--- src/rtl/stopwatch_core.sv ---
// stopwatch_core
//   MM:SS stopwatch driven by divider levels sampled in the CLK_REF domain.
//   Counts on CLK_1HZ rises while running, adjusts one field on CLK_2HZ
//   rises while SW_ADJ is held, and scans a 4-digit multiplexed seven-
//   segment display on CLK_FAST rises.
//
// Ports
//   CLK_REF    system clock, all logic on its rising edge
//   CLK_RES    synchronous active-high reset
//   CLK_FAST   display scan level (CLK_REF-synchronous)
//   CLK_2HZ    adjust rate level (CLK_REF-synchronous)
//   CLK_1HZ    count rate level and blink level (CLK_REF-synchronous)
//   BTN_PAUSE  pause/run button level (asynchronous)
//   BTN_CLR    clear button level (asynchronous)
//   SW_ADJ     adjust mode switch (asynchronous)
//   SW_SEL     adjust field select, 0 = minutes, 1 = seconds (asynchronous)
//   AN         digit anodes, active-low one-hot
//   SEG        segments {g,f,e,d,c,b,a}, active-low
//   MIN, SEC   current minutes / seconds in binary
//
// state  | meaning
// -------+----------------------------------------------
// PAUSED | value held, pause rise starts counting
// RUN    | seconds advance on every CLK_1HZ rise
// ADJUST | SW_ADJ held, CLK_2HZ rises bump selected field
module stopwatch_core #(
    parameter int MAX_MIN = 59,
    parameter int MAX_SEC = 59
) (
    input  logic       CLK_REF,
    input  logic       CLK_RES,
    input  logic       CLK_FAST,
    input  logic       CLK_2HZ,
    input  logic       CLK_1HZ,
    input  logic       BTN_PAUSE,
    input  logic       BTN_CLR,
    input  logic       SW_ADJ,
    input  logic       SW_SEL,
    output logic [3:0] AN,
    output logic [6:0] SEG,
    output logic [6:0] MIN,
    output logic [6:0] SEC
);

    localparam logic [6:0] MAX_MIN_V = 7'(MAX_MIN);
    localparam logic [6:0] MAX_SEC_V = 7'(MAX_SEC);

    typedef enum logic [1:0] {PAUSED, RUN, ADJUST} state_t;

    state_t     state;
    logic [1:0] pause_sync, clr_sync, adj_sync, sel_sync;
    logic       pause_prev, clr_prev;
    logic       fast_prev, hz2_prev, hz1_prev;
    logic       en_fast, en_2hz, en_1hz;
    logic       pause_rise, clr_rise, adj_on, sel_sec;
    logic [1:0] scan_idx;
    logic [6:0] field_val;
    logic [3:0] digit;
    logic       blank;

    // Button/switch synchronizers, edge history, and divider rise enables.
    // Divider enables are registered so the counters see a clean one-cycle
    // pulse on the edge after the level is first sampled high.
    always_ff @(posedge CLK_REF) begin
        if (CLK_RES) begin
            pause_sync <= '0;
            clr_sync   <= '0;
            adj_sync   <= '0;
            sel_sync   <= '0;
            pause_prev <= 1'b0;
            clr_prev   <= 1'b0;
            fast_prev  <= 1'b0;
            hz2_prev   <= 1'b0;
            hz1_prev   <= 1'b0;
            en_fast    <= 1'b0;
            en_2hz     <= 1'b0;
            en_1hz     <= 1'b0;
        end else begin
            pause_sync <= {pause_sync[0], BTN_PAUSE};
            clr_sync   <= {clr_sync[0], BTN_CLR};
            adj_sync   <= {adj_sync[0], SW_ADJ};
            sel_sync   <= {sel_sync[0], SW_SEL};
            pause_prev <= pause_sync[1];
            clr_prev   <= clr_sync[1];
            fast_prev  <= CLK_FAST;
            hz2_prev   <= CLK_2HZ;
            hz1_prev   <= CLK_1HZ;
            en_fast    <= CLK_FAST & ~fast_prev;
            en_2hz     <= CLK_2HZ & ~hz2_prev;
            en_1hz     <= CLK_1HZ & ~hz1_prev;
        end
    end

    assign pause_rise = pause_sync[1] & ~pause_prev;
    assign clr_rise   = clr_sync[1] & ~clr_prev;
    assign adj_on     = adj_sync[1];
    assign sel_sec    = sel_sync[1];

    // Mode FSM and time registers. Clear wins over any same-cycle increment.
    always_ff @(posedge CLK_REF) begin
        if (CLK_RES) begin
            state <= PAUSED;
            MIN   <= '0;
            SEC   <= '0;
        end else begin
            case (state)
                PAUSED:  if (adj_on) state <= ADJUST;
                         else if (pause_rise) state <= RUN;
                RUN:     if (adj_on) state <= ADJUST;
                         else if (pause_rise) state <= PAUSED;
                ADJUST:  if (!adj_on) state <= PAUSED;
                default: state <= PAUSED;
            endcase

            if (clr_rise) begin
                MIN <= '0;
                SEC <= '0;
            end else if (state == RUN && en_1hz) begin
                if (SEC == MAX_SEC_V) begin
                    SEC <= '0;
                    MIN <= (MIN == MAX_MIN_V) ? 7'd0 : MIN + 7'd1;
                end else begin
                    SEC <= SEC + 7'd1;
                end
            end else if (state == ADJUST && en_2hz) begin
                if (sel_sec)
                    SEC <= (SEC == MAX_SEC_V) ? 7'd0 : SEC + 7'd1;
                else
                    MIN <= (MIN == MAX_MIN_V) ? 7'd0 : MIN + 7'd1;
            end
        end
    end

    // Index bit 1 picks the field (0 = seconds), bit 0 picks tens over ones.
    // The selected field blanks while adjusting and the blink level is high.
    always_comb begin
        field_val = scan_idx[1] ? MIN : SEC;
        digit     = scan_idx[0] ? 4'(field_val / 7'd10) : 4'(field_val % 7'd10);
        blank     = (state == ADJUST) && CLK_1HZ && (scan_idx[1] == ~sel_sec);
    end

    function automatic logic [6:0] seg_of(input logic [3:0] d);
        case (d)
            4'd0:    seg_of = 7'b1000000;
            4'd1:    seg_of = 7'b1111001;
            4'd2:    seg_of = 7'b0100100;
            4'd3:    seg_of = 7'b0110000;
            4'd4:    seg_of = 7'b0011001;
            4'd5:    seg_of = 7'b0010010;
            4'd6:    seg_of = 7'b0000010;
            4'd7:    seg_of = 7'b1111000;
            4'd8:    seg_of = 7'b0000000;
            4'd9:    seg_of = 7'b0010000;
            default: seg_of = 7'b1111111;
        endcase
    endfunction

    always_ff @(posedge CLK_REF) begin
        if (CLK_RES) begin
            scan_idx <= '0;
            AN       <= 4'b1110;
            SEG      <= 7'b1000000;
        end else begin
            if (en_fast) scan_idx <= scan_idx + 2'd1;
            AN  <= ~(4'b0001 << scan_idx);
            SEG <= blank ? 7'b1111111 : seg_of(digit);
        end
    end

endmodule

--- config.mk ---
export PLATFORM = sky130hd
export DESIGN_NAME = stopwatch_core
export DESIGN_NICKNAME = d
export VERILOG_FILES = /design/src/rtl/stopwatch_core.sv
export SDC_FILE = /design/constraint.sdc
export NUM_CORES = 1
export LEC_CHECK = 0
export BUFFER_PORTS_ARGS = -buffer_cell sky130_fd_sc_hd__clkbuf_2
export CAP_MARGIN = 10
export CORE_ASPECT_RATIO = 1.75
export CORE_MARGIN = 1.5
export CORE_UTILIZATION = 60
export DETAILED_ROUTE_END_ITERATION = 10
export PLACE_DENSITY = 0.92
export SLEW_MARGIN = 20
export SYNTH_ARGS = -nofsm -noshare
export SYNTH_HDL_FRONTEND = slang
export SYNTH_SLANG_ARGS = --single-unit
--- constraint.sdc ---
create_clock -name CLK_REF -period 6.7 [get_ports CLK_REF]
set_input_delay 0.67 -clock CLK_REF [delete_from_list [all_inputs] [get_ports CLK_REF]]
set_output_delay 0.67 -clock CLK_REF [all_outputs]
set_load 0.01 [all_outputs]
==> results of run 1 <==
## routing by layer
metal	track usage	routed length, um
met3	0.0507	230
met5	0	0
met2	0.501	3160
met1	0.270	2110
met4	0.153	309
## worst min path at each step
stage                                    from           endpoint  slack [ns]  cells after the start
after CTS                 hz1_prev$_SDFF_PP0_  en_1hz$_SDFF_PP0_        0.39                      1
after floorplan           hz1_prev$_SDFF_PP0_  en_1hz$_SDFF_PP0_        0.37                      1
after global placement    hz1_prev$_SDFF_PP0_  en_1hz$_SDFF_PP0_        0.37                      1
after global routing      hz1_prev$_SDFF_PP0_  en_1hz$_SDFF_PP0_        0.42                      1
final                     hz1_prev$_SDFF_PP0_  en_1hz$_SDFF_PP0_        0.39                      1
after detailed placement  hz1_prev$_SDFF_PP0_  en_1hz$_SDFF_PP0_        0.38                      1
## state kept, by name (all words and copies together) (netlist names), 2 cells and up
name	flops
scan_idx	2
pause_sync	2
state	2
AN	4
adj_sync	2
MIN	7
sel_sync	2
SEG	7
clr_sync	2
SEC	7
## area by class of cell
type,instances,share of cell area
Multi-Input combinational cell,215,0.545
Sequential cell,45,0.326
Timing Repair Buffer,33,0.0598
Clock buffer,6,0.0299
Tap cell,49,0.0222
Inverter,9,0.0122
Clock inverter,2,0.00498
## power by group
| part | internal, W | switching [W] | total [W] |
|---|---|---|---|
| Clock | 0.0000836 | 0.0000932 | 0.000177 |
| Sequential | 0.000276 | 0.00000702 | 0.000283 |
| Combinational | 0.0000168 | 0.0000208 | 0.0000376 |
| Total | 0.000377 | 0.000121 | 0.000498 |
## stage by stage
stage,std cells,setup slack (ns),cell area (sq um)
2_1_floorplan,283,3.01,2520
3_3_place_gp,351,2.37,2670
3_5_place_dp,351,2.23,2670
4_1_cts,359,2.20,2760
5_1_grt,359,1.77,2760
6_report,359,2.16,2760
## layout by cell type (no fill, tap or decap), types with 3 or more instances in the layout
cell,n
dfxtp_1,45
clkbuf_2,33
nor2_1,29
nand2_1,22
nor2b_1,16
mux2i_1,13
a21oi_1,12
ha_1,12
inv_1,9
xnor2_1,7
xor2_1,7
a31oi_1,6
o21ai_0,6
nand3_1,6
clkbuf_8,6
nand4_1,5
and2_1,4
mux2_2,4
nand3b_1,3
a21o_1,3
nor3b_1,3
nor3_1,3
o31ai_1,3
o221ai_1,3
or3_1,3
## kinds of logic (layout without fill, tap and decap cells)
logic type | count (synthesis) | in the layout
AO/OA/AOI/OAI | 62 | 62
XOR/XNOR | 14 | 14
adder cells (fa/ha/maj) | 12 | 12
buffers and inverters | 23 | 50
flip-flops | 45 | 45
multiplexers | 18 | 18
AND/OR/NAND/NOR | 109 | 109
==> qor.csv, run 1 <==
stage,metric,value,unit
cts,cts_root_buffer,clkbuf_8,
placed_design,dpl.hpwl,4390,um
yosys,synth.most_common_cell,dfxtp_1,
cells_and_area,diodes,0,
timing,hold_violations,0,
yosys,syn_inst,283,
setup_path,critical_path_class,reg2reg,
power,total_power,0.000498,W
cts,cts.sinks,45,
yosys,synth-edff-count,0,
yosys,ys_warn_count,0,
route,route.detailed.drc,0,
setup_path,critPathLaunch,scan_idx[1]$_SDFFE_PP0P_,
yosys,netlist_top_cells_count,"dfxtp_1 (45), nor2_1 (29), nand2_1 (22), nor2b_1 (16), mux2i_1 (13)",
cts,cts_setup_buffers,0,
route,ant_nets,0,
timing,setup_viol,0,
setup_path,crit_buf_inv,1,
floorplanning,io_pins,34,
setup_path,cp_max_fo,25,
yosys,synth_nets,304,
setup_path,path_delay_family,compound AO/OA/AOI/OAI gates,
setup_path,startpoint_type,flip-flop,
yosys,syn_area_per_cell,8.90,sq um
cts,clk_path_buf_depth,2,
timing,min_period_over_period,0.678,
power,ir_drop,0.000166,V
yosys,synth_seq_cells,45,
cells_and_area,nFillCells,345,
cells_and_area,post-route-util,0.678,
yosys,synth_area_leader_cell,dfxtp_1,
timing,final.setup.tns,0,ns
cts,clock_latency,0.30,ns
yosys,synthArstFlopShare,0,
floorplanning,fp.dieArea,4610,sq um
floorplanning,die_x,52.0,um
grt,antenna_found_initial,0,
setup_path,cpMaxStageDelayCell,dfxtp_1,
cts,cts_resized,0,
timing,worstMarginPinSlew,0.961,ns
cts,h-tree-depth,2,
setup_path,cp.depth,16,
yosys,synthTopCellsByArea,"dfxtp_1 (36%), ha_1 (6.0%), mux2i_1 (5.2%), nor2_1 (4.3%), nor2b_1 (4.0%)",
timing,fmax,220,MHz
placed_design,port_buffers,33,
timing,clock_skew,0.0102,ns
timing,rsz0062_at_grt,no,
hold_path,hp-class,reg2reg,
setup_path,crit_end,SEG[1]$_SDFF_PP0_,
route,wl,5810,um
setup_path,crit_required,6.93,ns
cts,cts_tree,done,
power,p_leak,1.11,nW
cts,cts-hold-fix-buffers,0,
grt,grt_pass1_vias,2084,
setup_path,path_cells,mux2i_2 > nand2_1 > and2_1 > a31oi_1 > o21ai_0 > inv_1 > ha_1 > a21oi_1 > or4_1 > o2bb2ai_1 > a22oi_1 > o31a_1 > ha_1 > and3_1 > a211o_1 > a31oi_1,
timing,worst_hold_slack,0.385,ns
yosys,yosysSeqAreaShare,0.358,
route,drt_iter0_drc,49,
yosys,ys.flop_type,dfxtp_1,
yosys,synth_top_family_by_area,simple AND/OR/NAND/NOR gates,
yosys,synth_top_area_frac,0.358,
grt,grt-ovfl-total,0,
cells_and_area,multi_input_area,1510,sq um
setup_path,r2r_setup_slack,2.16,ns
yosys,muxShareOfSynthArea,0.0750,
cells_and_area,drive_gt1_frac,0.194,
route,first_pass_iters,4,
timing,slew_headroom,0.358,
setup_path,timing.rr.end,SEG[1]$_SDFF_PP0_,
grt,gr-usage-all-layers,0.270,
floorplanning,core_area,4070,sq um
cts,cts_inserted_buffers,5,
setup_path,reg2reg_depth,16,
yosys,synth-xor-area-share,0.0487,
timing,drv_slew,0,
placed_design,gp_congestion,0.954,
yosys,synth_area,2520,sq um
run_status,status,finished clean,
yosys,synth-compound-area-share,0.185,
setup_path,r2r_start,scan_idx[1]$_SDFFE_PP0P_,
power,powerDensity,180,nW/um^2
run,drv_cap,0,
route,routedWlPerCell,16.2,um
setup_path,endpoint_kind,flip-flop,
floorplanning,die_h,88.7,um
cells_and_area,syn2layout_area_growth,9.74,%
route,vias,2243,
yosys,synth_fa_ha_area_frac,0.0596,
grt,grt_pass1_wl,9420,um
floorplanning,num_rows,31,
route,viasPerCell,6.25,
cells_and_area,regArea,901,sq um
setup_path,cp.arrival,4.77,ns
timing,fin_crit,4.54,ns
cts,clk_pin_slew_worst_paths,0.08,ns
grt,grt_max_degree,26,
cells_and_area,nets,330,
floorplanning,start_util,0.618,
yosys,synth_cell_types,61,
setup_path,critPathMaxStageDelay,0.96,ns
yosys,yosys.area_share.simple,0.229,
(Power assumes the default switching activity.)
==> run 2: changes to the inputs <==
Settings changed: CORE_UTILIZATION 60 to 57, PLACE_DENSITY 0.92 to 0.88.
Clock period 6.7 ns to 4.4 ns, I/O delays scaled along.
==> qor.csv, run 2 (synthesis gave the netlist of run 1 again) <==
stage,metric,value,unit,change
run_status,status,finished clean,,unchanged
route,viasPerCell,6.12,,was 6.25
cts,clk_pin_slew_worst_paths,0.10,ns,was 0.08 ns
timing,fin_crit,4.04,ns,was 4.54 ns
grt,grt_pass1_vias,2184,,was 2084
grt,grt-ovfl-total,0,,unchanged
grt,grt_util_met3,0.0414,,was 0.0507
route,ant_nets,0,,unchanged
power,p_int,0.000566,W,was 0.000377 W
power,powerDensity,275,nW/um^2,was 180 nW/um^2
placed_design,dp_slack,0.432,ns,was 2.23 ns
timing,worstMarginPinSlew,0.809,ns,was 0.961 ns
cts,h-tree-depth,2,,unchanged
route,route.detailed.drc,0,,unchanged
power,p_sw_frac,0.264,,was 0.243
grt,grt_pass1_wl,10000,um,was 9420 um
power,power_frac_clock,0.365,,was 0.355
cells_and_area,diodes,0,,unchanged
cells_and_area,syn2layout_area_growth,11.3,%,was 9.74%
route,drt_iter0_drc,87,,was 49
cells_and_area,final_common_cell,dfxtp_1,,unchanged
timing,hold_violations,0,,unchanged
route,vias,2229,,was 2243
floorplanning,die_h,90.9,um,was 88.7 um
timing,final.setup.tns,0,ns,unchanged
timing,drv_slew,0,,unchanged
cells_and_area,nets,335,,was 330
route,wl,5950,um,was 5810 um
setup_path,startpoint_type,flip-flop,,unchanged
setup_path,critPathMaxStageDelay,0.69,ns,was 0.96 ns
setup_path,critical_path_class,reg2reg,,unchanged
grt,busiest_layer,met2,,unchanged
placed_design,dpl.hpwl,4530,um,was 4390 um
setup_path,path_cells,mux2_2 > nand2_1 > o32ai_1 > a31oi_1 > o21ai_0 > inv_1 > ha_1 > a21oi_1 > or4_1 > o2bb2ai_1 > a22oi_1 > o31a_1 > ha_1 > and3_1 > a211o_1 > a31oi_1,,was mux2i_2 > nand2_1 > and2_1 > a31oi_1 > o21ai_0 > inv_1 > ha_1 > a21oi_1 > or4_1 > o2bb2ai_1 > a22oi_1 > o31a_1 > ha_1 > and3_1 > a211o_1 > a31oi_1
setup_path,cpMaxStageDelayCell,dfxtp_1,,unchanged
placed_design,port_buffers,33,,unchanged
grt,grt_max_degree,23,,was 26
cts,cts_setup_buffers,0,,unchanged
power,pwr-share-seq,0.559,,was 0.569
floorplanning,start_util,0.601,,was 0.618
run,drv_cap,0,,unchanged
setup_path,cp.arrival,4.28,ns,was 4.77 ns
setup_path,crit_required,4.64,ns,was 6.93 ns
setup_path,cp_max_fo,14,,was 25
cts,cts_inserted_buffers,5,,unchanged
cts,cts-hold-fix-buffers,0,,unchanged
power,switching_power,0.000203,W,was 0.000121 W
route,routedWlPerCell,16.3,um,was 16.2 um
cts,cts_root_buffer,clkbuf_8,,unchanged
power,combPwrFrac,0.076,,about the same
cts,cts_tree,done,,unchanged
timing,rsz0062_at_grt,no,,unchanged
grt,grt.met1_usage,0.289,,was 0.270
setup_path,endpoint_kind,flip-flop,,unchanged
grt,grt_use_met2,0.474,,was 0.501
timing,clock_skew,0.0102,ns,about the same
route,first_pass_iters,4,,unchanged
cts,cts_resized,0,,unchanged
power,p_leak,1.13,nW,was 1.11 nW
cells_and_area,layout_common_cells,"dfxtp_1 (45), clkbuf_2 (33), nor2_1 (29)",,unchanged
timing,fin_ws,0.362,ns,was 2.16 ns
cts,cts.sinks,45,,unchanged
power,ir_drop,0.000271,V,was 0.000166 V
floorplanning,num_rows,31,,unchanged
timing,min_period_over_period,0.918,,was 0.678
cells_and_area,reg_top3,"MIN x7, SEC x7, SEG x7",,unchanged
floorplanning,io_pins,34,,unchanged
floorplanning,fp.dieArea,4840,sq um,was 4610 sq um
grt,gr-usage-all-layers,0.274,,was 0.270
timing,setup_viol,0,,unchanged
grt,antenna_found_initial,0,,unchanged
floorplanning,die_x,53.2,um,was 52.0 um
cells_and_area,drive_gt1_frac,0.206,,was 0.194
timing,slew_headroom,0.454,,was 0.358
cts,clk_path_buf_depth,2,,unchanged
timing,fmax,248,MHz,was 220 MHz
cells_and_area,post-route-util,0.669,,was 0.678
floorplanning,core_area,4190,sq um,was 4070 sq um
placed_design,gp_congestion,1.03,,was 0.954
hold_path,hp-class,in2reg,,was reg2reg
cts,clock_latency,0.30,ns,about the same
run 2: per-stage QoR:
stage,total power [W],hold WS (ns),cells,area (sq um)
2_1_floorplan,0.000479,0.367,283,2520
3_3_place_gp,0.000495,0.371,356,2700
3_5_place_dp,0.000498,0.381,356,2700
4_1_cts,0.000776,0.333,364,2800
5_1_grt,0.000799,0.348,364,2800
6_report,0.000770,0.339,364,2800
run 2: cell type report:
class,count,area (sq um)
multi-input combinational,215,1510
inverter,9,33.8
tap,49,61.3
sequential,45,901
timing repair buffer,38,203
clock buffer,5,68.8
clock inverter,3,28.8
fill,365,1390
run 2: path summary, 6_finish.rpt:
| path | endpoint | cells past startpoint | startpoint | slack (ns) |
|---|---|---|---|---|
| min | clr_sync[0]$_SDFF_PP0_ | 2 | BTN_CLR | 0.34 |
| max reg2reg | SEG[1]$_SDFF_PP0_ | 16 | scan_idx[1]$_SDFFE_PP0P_ | 0.36 |
| min reg2reg | en_1hz$_SDFF_PP0_ | 1 | hz1_prev$_SDFF_PP0_ | 0.39 |
| max | SEG[1]$_SDFF_PP0_ | 16 | scan_idx[1]$_SDFFE_PP0P_ | 0.36 |
run 2: critical path, delay by kind of cell, from the launching register on:
| family | cells | cell delay [ns] |
|---|---|---|
| simple gates | 3 | 0.78 |
| buf+inv | 1 | 0.09 |
| mux | 1 | 0.45 |
| flops | 1 | 0.69 |
| compound gates | 9 | 1.37 |
| fa+ha+maj | 2 | 0.58 |
run 2: layer usage:
layer,part of all wire,vias up
met2,0.55,73
met3,0.034,26
li1,-,1081
met4,0.047,0
met1,0.37,1049
met5,0,-
run 2: power groups by stage:
stage | registers [W] | logic (W) | clock network (W)
after detailed placement | 0.000440 | 0.0000583 | 0
after global routing | 0.000432 | 0.0000651 | 0.000301
after floorplan | 0.000437 | 0.0000422 | 0
after CTS | 0.000430 | 0.0000588 | 0.000287
after global placement | 0.000439 | 0.0000567 | 0
final | 0.000430 | 0.0000584 | 0.000281
==> run 3: changes to the inputs <==
Settings changed: CORE_MARGIN 1.5 to default, SETUP_SLACK_MARGIN from default to 0.5.
==> qor.csv, run 3 (synthesis gave the netlist of run 1 again) <==
stage,metric,value,unit,change
power,total_power,0.000743,W,was 0.000770 W
route,first_pass_iters,7,,was 4
grt,busiest_layer,met2,,unchanged
grt,grt.met1_usage,0.315,,was 0.289
cts,clk_path_buf_depth,2,,unchanged
timing,worstMarginPinSlew,0.813,ns,was 0.809 ns
setup_path,crit_required,4.63,ns,was 4.64 ns
hold_path,min-delay-start,BTN_CLR,,unchanged
cells_and_area,syn2layout_area_growth,12.4,%,was 11.3%
timing,fmax,272,MHz,was 248 MHz
cells_and_area,reg_top3,"MIN x7, SEC x7, SEG x7",,unchanged
setup_path,r2r_start,scan_idx[1]$_SDFFE_PP0P_,,unchanged
route,routedWlPerCell,16.0,um,was 16.3 um
setup_path,cp_common_cell,a31oi_1,,
route,vias,2210,,was 2229
cts,cts.sinks,45,,unchanged
route,wl,5870,um,was 5950 um
cells_and_area,diodes,0,,unchanged
placed_design,dpl.hpwl,4370,um,was 4530 um
grt,grt-ovfl-total,0,,unchanged
cts,h-tree-depth,2,,unchanged
floorplanning,die_h,89.9,um,was 90.9 um
floorplanning,io_pins,34,,unchanged
setup_path,endpoint_kind,flip-flop,,unchanged
timing,min_period_over_period,0.835,,was 0.918
placed_design,gp_congestion,0.906,,was 1.03
cells_and_area,final_common_cell,dfxtp_1,,unchanged
cts,cts_inserted_buffers,5,,unchanged
grt,grt_pass1_wl,9780,um,was 10000 um
route,viasPerCell,6.04,,was 6.12
grt,antenna_found_initial,0,,unchanged
route,route.detailed.drc,0,,unchanged
setup_path,critPathLaunch,scan_idx[1]$_SDFFE_PP0P_,,unchanged
timing,rsz0062_at_grt,no,,unchanged
run,drv_cap,0,,unchanged
cts,clock_latency,0.30,ns,about the same
setup_path,path_cells,mux2_2 > nand2_1 > o32ai_1 > a31oi_1 > o21ai_0 > inv_1 > ha_2 > a21oi_1 > or4_1 > o2bb2ai_2 > a22oi_1 > o31a_1 > ha_1 > and3_1 > a211o_1 > a31oi_1,,was mux2_2 > nand2_1 > o32ai_1 > a31oi_1 > o21ai_0 > inv_1 > ha_1 > a21oi_1 > or4_1 > o2bb2ai_1 > a22oi_1 > o31a_1 > ha_1 > and3_1 > a211o_1 > a31oi_1
power,p_leak,1.14,nW,was 1.13 nW
placed_design,dp_cells,357,,was 356
floorplanning,die_x,52.2,um,was 53.2 um
cts,cts-hold-fix-buffers,0,,unchanged
floorplanning,start_util,0.601,,unchanged
timing,clock_skew,0.0102,ns,about the same
setup_path,critical_path_class,reg2reg,,unchanged
timing,drv_slew,0,,unchanged
cells_and_area,fin_cells,366,,was 364
grt,grt_util_met3,0.0423,,was 0.0414
floorplanning,fp.dieArea,4700,sq um,was 4840 sq um
timing,final.setup.tns,0,ns,unchanged
setup_path,cp.arrival,3.90,ns,was 4.28 ns
cells_and_area,nets,337,,was 335
placed_design,port_buffers,33,,unchanged
setup_path,critPathMaxStageDelay,0.49,ns,was 0.69 ns
cells_and_area,layout_common_cells,"dfxtp_1 (39), clkbuf_2 (33), nor2_1 (29)",,"was dfxtp_1 (45), clkbuf_2 (33), nor2_1 (29)"
floorplanning,core_area,4190,sq um,unchanged
setup_path,cp_max_fo,13,,was 14
timing,fin_crit,3.67,ns,was 4.04 ns
grt,grt_max_degree,23,,unchanged
grt,gr-usage-all-layers,0.274,,about the same
power,powerDensity,263,nW/um^2,was 275 nW/um^2
route,drt_iter0_drc,72,,was 87
timing,slew_headroom,0.451,,was 0.454
timing,hold_violations,0,,unchanged
run_status,status,finished clean,,unchanged
cts,clk_pin_slew_worst_paths,0.09,ns,was 0.10 ns
power,ir_drop,0.000257,V,was 0.000271 V
route,ant_nets,0,,unchanged
setup_path,startpoint_type,flip-flop,,unchanged
cells_and_area,drive_gt1_frac,0.237,,was 0.206
hold_path,hp-class,in2reg,,unchanged
cts,cts_root_buffer,clkbuf_8,,unchanged
grt,grt_pass1_vias,2089,,was 2184
timing,setup_viol,0,,unchanged
cts,cts_tree,done,,unchanged
grt,grt_use_met2,0.465,,was 0.474
setup_path,cpMaxStageDelayCell,or4_1,,was dfxtp_1
floorplanning,num_rows,31,,unchanged
-- run 3: cell types whose count changed in the layout (fill, tap and decap cells not counted), moves of 2 or more --
| cell | delta |
|---|---|
| inv_6 | -2 |
| clkbuf_1 | +2 |
| dfxtp_2 | +5 |
| buf_4 | +2 |
| dfxtp_1 | -6 |
-- run 3: metal layers --
layer	routed length (um)	vias to the layer above	share of wire
li1	-	1084	-
met1	2240	1019	0.38
met2	3130	82	0.53
met3	257	25	0.044
met4	239	0	0.041
met5	0	-	0
-- run 3: repair_timing --
action                     CTS  global route
setup endpoints to repair    1             5
setup buffers                0             1
resized for setup            1            10
pin swaps                    0             0
-- run 3: worst max-delay path: cells and delay by family (launching register included) --
kind / cells / cell delay, ns
AO/OA/AOI/OAI: 9 / 1.33
adder cells (fa/ha/maj): 2 / 0.56
buffers and inverters: 1 / 0.09
flip-flops: 1 / 0.45
multiplexers: 1 / 0.42
AND/OR/NAND/NOR: 3 / 0.78
-- run 3: where the power goes --
group | total (W) | internal, W | switching, W
clock | 0.000252 | 0.000113 | 0.000140
combinational | 0.0000607 | 0.0000274 | 0.0000334
sequential | 0.000430 | 0.000420 | 0.00000974
-- run 3: cell type report --
cell class | instances | area (sq um)
multi-input cells | 215 | 1520
well taps | 49 | 61.3
fillers | 353 | 1360
repair buffers | 40 | 218
inverters | 9 | 33.8
clock buffers | 7 | 76.3
clock inverters | 1 | 7.51
flip-flops and latches | 45 | 911
-- run 3: through the flow --
stage	hold slack [ns]	cell area (sq um)	setup WS, ns	utilization
floorplan	0.367	2520	0.710	-
global placement	0.371	2710	0.566	0.647
detailed placement	0.375	2710	0.447	0.647
CTS	0.353	2800	0.546	0.668
global route	0.357	2830	0.533	0.675
finish	0.358	2830	0.728	0.675
-- run 3: path summary, 6_finish.rpt --
path | end | slack [ns] | cells after the start
min reg2reg | en_fast$_SDFF_PP0_ | 0.39 | 1
min | clr_sync[0]$_SDFF_PP0_ | 0.36 | 2
max reg2reg | SEG[1]$_SDFF_PP0_ | 0.73 | 16
max | SEG[1]$_SDFF_PP0_ | 0.73 | 16
